$ cat src/rtl/ariane_irq_conditioner.sv
// ariane_irq_conditioner
// Conditions raw peripheral interrupt lines before they reach the PLIC/timer wrapper.
// Each source goes through a synchroniser, a deglitch filter and then either a level
// output or an edge-to-pulse stretcher. All sources are independent and every output
// is registered.
module ariane_irq_conditioner #(
  parameter int unsigned        NUM_IRQ        = 26,
  parameter int unsigned        SYNC_STAGES    = 2,
  parameter int unsigned        FILTER_CYCLES  = 4,
  parameter int unsigned        STRETCH_CYCLES = 8,
  parameter logic [NUM_IRQ-1:0] EDGE_MASK      = '0
) (
  input  logic               aclk,
  input  logic               areset,
  input  logic [NUM_IRQ-1:0] irq_raw_i,
  output logic [NUM_IRQ-1:0] irq_o,
  output logic               uart_irq_o,
  output logic               spi_irq_o,
  output logic               eth_irq_o,
  output logic [NUM_IRQ-4:0] irq_ext_o,
  output logic [NUM_IRQ-1:0] edge_lost_o
);

  // A bypassed filter still needs a 1-bit counter so the declarations stay legal.
  localparam int unsigned      CNT_W        = (FILTER_CYCLES == 0) ? 1 : $clog2(FILTER_CYCLES + 1);
  localparam logic [CNT_W-1:0] CNT_LAST     = CNT_W'((FILTER_CYCLES == 0) ? 0 : FILTER_CYCLES - 1);
  localparam logic [CNT_W-1:0] CNT_ONE      = CNT_W'(1);
  localparam logic [7:0]       STRETCH_LOAD = 8'(STRETCH_CYCLES);

  logic [NUM_IRQ-1:0] sync_q [SYNC_STAGES];
  logic [NUM_IRQ-1:0] sync_d [SYNC_STAGES];
  logic [NUM_IRQ-1:0] sync_s;

  logic [NUM_IRQ-1:0] filt_q;
  logic [NUM_IRQ-1:0] filt_d;
  logic [CNT_W-1:0]   cnt_q [NUM_IRQ];
  logic [CNT_W-1:0]   cnt_d [NUM_IRQ];

  logic [NUM_IRQ-1:0] filt_prev_q;
  logic [NUM_IRQ-1:0] filt_prev_d;
  logic [NUM_IRQ-1:0] rise;
  logic [7:0]         stretch_q [NUM_IRQ];
  logic [7:0]         stretch_d [NUM_IRQ];

  logic [NUM_IRQ-1:0] irq_q;
  logic [NUM_IRQ-1:0] irq_d;
  logic [NUM_IRQ-1:0] lost_q;
  logic [NUM_IRQ-1:0] lost_d;

  assign sync_s = sync_q[SYNC_STAGES-1];

  // Synchroniser chain: stage 0 samples the asynchronous inputs, each later stage copies the previous one.
  always_comb begin
    sync_d[0] = irq_raw_i;
    for (int k = 1; k < SYNC_STAGES; k++) begin
      sync_d[k] = sync_q[k-1];
    end
  end

  // Deglitch filter: the filtered value only follows the synchronised input after it has
  // disagreed for FILTER_CYCLES consecutive cycles; any agreement restarts the count.
  always_comb begin
    filt_d = filt_q;
    for (int i = 0; i < NUM_IRQ; i++) begin
      cnt_d[i] = '0;
      if (FILTER_CYCLES == 0) begin
        filt_d[i] = sync_s[i];
      end else if (sync_s[i] != filt_q[i]) begin
        if (cnt_q[i] == CNT_LAST) begin
          filt_d[i] = sync_s[i];
        end else begin
          cnt_d[i] = cnt_q[i] + CNT_ONE;
        end
      end
    end
  end

  // Output stage: level sources register the filtered value; edge sources reload a stretch
  // counter on each filtered rising edge and flag a retrigger that lands inside a live pulse.
  always_comb begin
    filt_prev_d = filt_q;
    rise        = filt_q & ~filt_prev_q;
    irq_d       = '0;
    lost_d      = '0;
    for (int i = 0; i < NUM_IRQ; i++) begin
      stretch_d[i] = '0;
      if (EDGE_MASK[i]) begin
        if (rise[i]) begin
          stretch_d[i] = STRETCH_LOAD;
        end else if (stretch_q[i] != 8'd0) begin
          stretch_d[i] = stretch_q[i] - 8'd1;
        end
        irq_d[i]  = (stretch_d[i] != 8'd0);
        lost_d[i] = lost_q[i] | (rise[i] & (stretch_q[i] != 8'd0));
      end else begin
        irq_d[i]  = filt_q[i];
        lost_d[i] = 1'b0;
      end
    end
  end

  // Synchroniser flops.
  always_ff @(posedge aclk or posedge areset) begin
    if (areset) begin
      for (int k = 0; k < SYNC_STAGES; k++) begin
        sync_q[k] <= '0;
      end
    end else begin
      for (int k = 0; k < SYNC_STAGES; k++) begin
        sync_q[k] <= sync_d[k];
      end
    end
  end

  // Filter state and stable-cycle counters.
  always_ff @(posedge aclk or posedge areset) begin
    if (areset) begin
      filt_q <= '0;
      for (int i = 0; i < NUM_IRQ; i++) begin
        cnt_q[i] <= '0;
      end
    end else begin
      filt_q <= filt_d;
      for (int i = 0; i < NUM_IRQ; i++) begin
        cnt_q[i] <= cnt_d[i];
      end
    end
  end

  // Edge detector history, stretch counters and the registered outputs.
  always_ff @(posedge aclk or posedge areset) begin
    if (areset) begin
      filt_prev_q <= '0;
      irq_q       <= '0;
      lost_q      <= '0;
      for (int i = 0; i < NUM_IRQ; i++) begin
        stretch_q[i] <= '0;
      end
    end else begin
      filt_prev_q <= filt_prev_d;
      irq_q       <= irq_d;
      lost_q      <= lost_d;
      for (int i = 0; i < NUM_IRQ; i++) begin
        stretch_q[i] <= stretch_d[i];
      end
    end
  end

  assign irq_o       = irq_q;
  assign uart_irq_o  = irq_q[0];
  assign spi_irq_o   = irq_q[1];
  assign eth_irq_o   = irq_q[2];
  assign irq_ext_o   = irq_q[NUM_IRQ-1:3];
  assign edge_lost_o = lost_q;

endmodule

$ cat config.mk
export PLATFORM = sky130hd
export DESIGN_NAME = ariane_irq_conditioner
export DESIGN_NICKNAME = d
export VERILOG_FILES = /design/src/rtl/ariane_irq_conditioner.sv
export SDC_FILE = /design/constraint.sdc
export NUM_CORES = 1
export LEC_CHECK = 0
export CORE_AREA = 5 5 136 138
export CTS_CLUSTER_DIAMETER = 40
export DETAILED_ROUTE_END_ITERATION = 8
export DIE_AREA = 0 0 141 143
export DONT_BUFFER_PORTS = 1
export SYNTH_ARGS = -nofsm -noshare
export SYNTH_HDL_FRONTEND = slang
export SYNTH_SLANG_ARGS = --single-unit
export TNS_END_PERCENT = 50
$ cat constraint.sdc
create_clock -name aclk -period 8.2 [get_ports aclk]
set_input_delay 1.23 -clock aclk [delete_from_list [all_inputs] [get_ports aclk]]
set_output_delay 1.23 -clock aclk [all_outputs]
set_load 0.02 [all_outputs]
==> impl_metrics.py <==
metrics = {
    "run_status": {
        "status": "completed",
    },
    "synth": {
        "ys_ff_latch": 182,
        "synth-simple-area-share": 0.1307,
        "synth_mux_area_frac": 0.04389,
        "synth_top_area_cell": "dfrtp_1",
        "netlist_instances": 418,
        "seq_area_frac_synth": 0.6828,
        "yosys_warnings": 0,
        "synth_xor_area_frac": 0.03414,
        "synth_top_family_by_area": "simple AND/OR/NAND/NOR gates",
        "synth_top_area_frac": 0.6828,
        "synth_area_sq_um": 6670,
        "synth.avg_cell_area_sq_um": 15.96,
        "synth_fa_ha_area_frac": 0.04877,
        "synth_compound_area_frac": 0,
        "synth.area.top_cells": "dfrtp_1 68%, buf_4 5.9%, nor2b_4 5.4%",
        "synth.distinct_cells": 11,
    },
    "clock_network": {
        "htreeDepth": 4,
        "clk_latency_ns": 0.41,
        "cts_hold_buffers": 0,
        "clock_path_buffers": 2,
        "post_cts_buffers": 0,
        "cts_buffers": 17,
        "cts_tree": "done",
        "path_clk_slew_ns": 0.06,
        "clock-sinks": 182,
        "clock-root-buffer": "clkbuf_16",
        "cts_resized": 0,
    },
    "power_and_ir_drop": {
        "p_per_area_nw_per_um2": 375.5,
        "p_leak_nw": 3.283,
        "p_total_mw": 2.738,
        "vdd_drop_max_mv": 0.1464,
    },
    "setup_path": {
        "path_buf_inv": 2,
        "cp.depth": 2,
        "crit_fanout": 105,
        "r2r_slack_ns": 7.03,
        "slowest_stage": "buf_4",
        "crit_required_ns": 8.61,
        "worst_setup_path_end_kind": "async pin",
        "path_class": "input pin to async pin",
        "critPathArrivalTime_ns": 2.71,
        "r2r_cells": 3,
        "start_kind": "input pin",
        "path_cells": "clkinv_4 > buf_4",
        "r2r_start": "cnt_q[12]",
        "slowest_delay_ns": 0.84,
        "crit_family": "buffers and inverters",
        "r2r-end": "filt_prev_d[21]",
    },
    "worst_hold_path": {
        "holdCritPathClass": "flop to flop",
        "min_to": "sync_s[10]",
        "hold_start": "sync_d[10]",
        "hold_path_depth": 0,
    },
    "placement": {
        "numPortBuffers": 0,
        "gp_congestion": 0.6636,
        "placedCellCount": 617,
        "placed_area_sq_um": 6668,
        "dpl.hpwl_mm": 5.797,
    },
    "sta": {
        "worstMarginPinSlew_ns": 0.9167,
        "rsz0062_at_grt": "no",
        "finalSetupViolCount": 0,
        "fin_skew_ns": 0.005529,
        "maxSlewViolCount": 0,
        "period_needed_ns": 2.299,
        "min_period_over_period": 0.2803,
        "slew_headroom": 0.3889,
        "hold_violations": 0,
        "setup_tns_ns": 0,
        "hold_ws_ns": 0.3443,
        "max_freq_ghz": 0.4350,
    },
    "grt": {
        "grt_max_degree": 106,
        "grt_usage": 0.09222,
        "grt_pass1_wl_mm": 14.68,
        "grt_overflow_total": 0,
        "antenna_found_initial": 0,
        "grt_pass1_vias": 3227,
    },
    "detailed_routing": {
        "routed_wl_mm": 8.515,
        "vias": 2870,
        "final_antenna_net_count": 0,
        "routed_via_density": 4.429,
        "wl_per_cell_um": 13.14,
        "first_pass_iters": 4,
        "drcViolationCount": 0,
        "drt-initial-drc-count": 82,
    },
    "layout": {
        "syn_to_final_growth_pct": 9.323,
        "drive_above_1_share": 0.1939,
        "layout.nets": 465,
        "fin_area_sq_um": 7292,
        "layoutNonFillerInstCount": 648,
        "fill_cells": 1535,
        "antenna_cells": 0,
    },
    "floorplanning": {
        "die_w_um": 141,
        "core_area_sq_um": 17060,
        "rows": 48,
        "start_util": 0.3911,
        "dieArea_sq_um": 20160,
        "io_pins": 106,
        "die_y_um": 143,
    },
    "run": {
        "drv_cap": 0,
    },
}
==> cells in the final DEF, fill, tap and decap left out, types with 3 or more instances in the layout <==
master,instances
xnor2_1,26
clkbuf_1,3
nor2b_1,5
nor3_1,26
clkbuf_8,3
dfrtp_1,182
nor2b_4,26
bufinv_16,4
clkbuf_16,17
mux2_2,26
conb_1,26
nor3b_1,47
ha_1,26
==> how the worst max path moves through the flow <==
| stage | from | to | slack [ns] |
|---|---|---|---|
| 2_1_floorplan | areset | cnt_q[0] | 2.03 |
| 3_3_place_gp | areset | sync_d[10] | 5.41 |
| 3_5_place_dp | areset | filt_prev_d[12] | 5.28 |
| 4_1_cts | areset | irq_o[20] | 5.74 |
| 5_1_grt | areset | cnt_q[40] | 5.49 |
| 6_report | areset | cnt_q[15] | 5.90 |
==> metrics by stage <==
step / setup slack (ns) / util
2_1_floorplan: 2.026 / -
3_3_place_gp: 5.406 / 0.3909
3_5_place_dp: 5.280 / 0.3909
4_1_cts: 5.737 / 0.4275
5_1_grt: 5.487 / 0.4275
6_report: 5.901 / 0.4275
==> registers in the layout, summed over array words and instances, names as in the netlist <==
signal / count
sync_s: 26
irq_o: 26
cnt_q: 78
filt_prev_d: 26
sync_d: 26
==> cell usage after synthesis <==
cell     instances
dfrtp_1        182
mux2_2          26
nor3_1          26
xnor2_1         26
nor2b_1          5
ha_1            26
buf_4           52
nor2b_4         26
inv_1            1
nor3b_1         47
conb_1           1
==> area by class of cell <==
| type | instances | area [sq um] | share of cell area |
|---|---|---|---|
| Tap cell | 225 | 281.5 | 0.03861 |
| Inverter | 1 | 8.758 | 0.001201 |
| Timing Repair Buffer | 1 | 7.507 | 0.001030 |
| Sequential cell | 182 | 4554 | 0.6246 |
| Clock buffer | 23 | 478.0 | 0.06555 |
| Multi-Input combinational cell | 208 | 1815 | 0.2490 |
| Clock inverter | 8 | 146.4 | 0.02008 |
==> worst reg2reg max path, delay by kind of cell (launching register included) <==
kind                     cells  cell delay, ns
adder cells (fa/ha/maj)      1            0.19
AND/OR/NAND/NOR              1            0.17
flip-flops                   1            0.35
multiplexers                 1            0.34
==> cells by family (layout without fill, tap and decap cells) <==
| family | Yosys count | after routing |
|---|---|---|
| muxes | 26 | 26 |
| xor gates and xnor gates | 26 | 26 |
| DFF | 182 | 182 |
| other | 1 | 26 |
| adders and majority gates | 26 | 26 |
| buffers and inverters | 53 | 33 |
| and+or+nand+nor | 104 | 104 |
==> metal layers <==
layer	part of all wire	vias to the layer above	GRT usage
li1	-	1314	-
met1	0.42	1486	0.1052
met2	0.51	59	0.1512
met3	0.051	11	0.03918
met4	0.015	0	0.04284
met5	0	-	0
==> power by group <==
part | total (mW) | internal (mW) | switching [mW] | leakage [nW]
Sequential | 1.47 | 1.14 | 0.325 | 2.26
Combinational | 0.422 | 0.239 | 0.184 | 0.716
Clock | 0.850 | 0.533 | 0.317 | 0.303
Total | 2.74 | 1.91 | 0.826 | 3.28
Power figures use the tool's default switching activity.
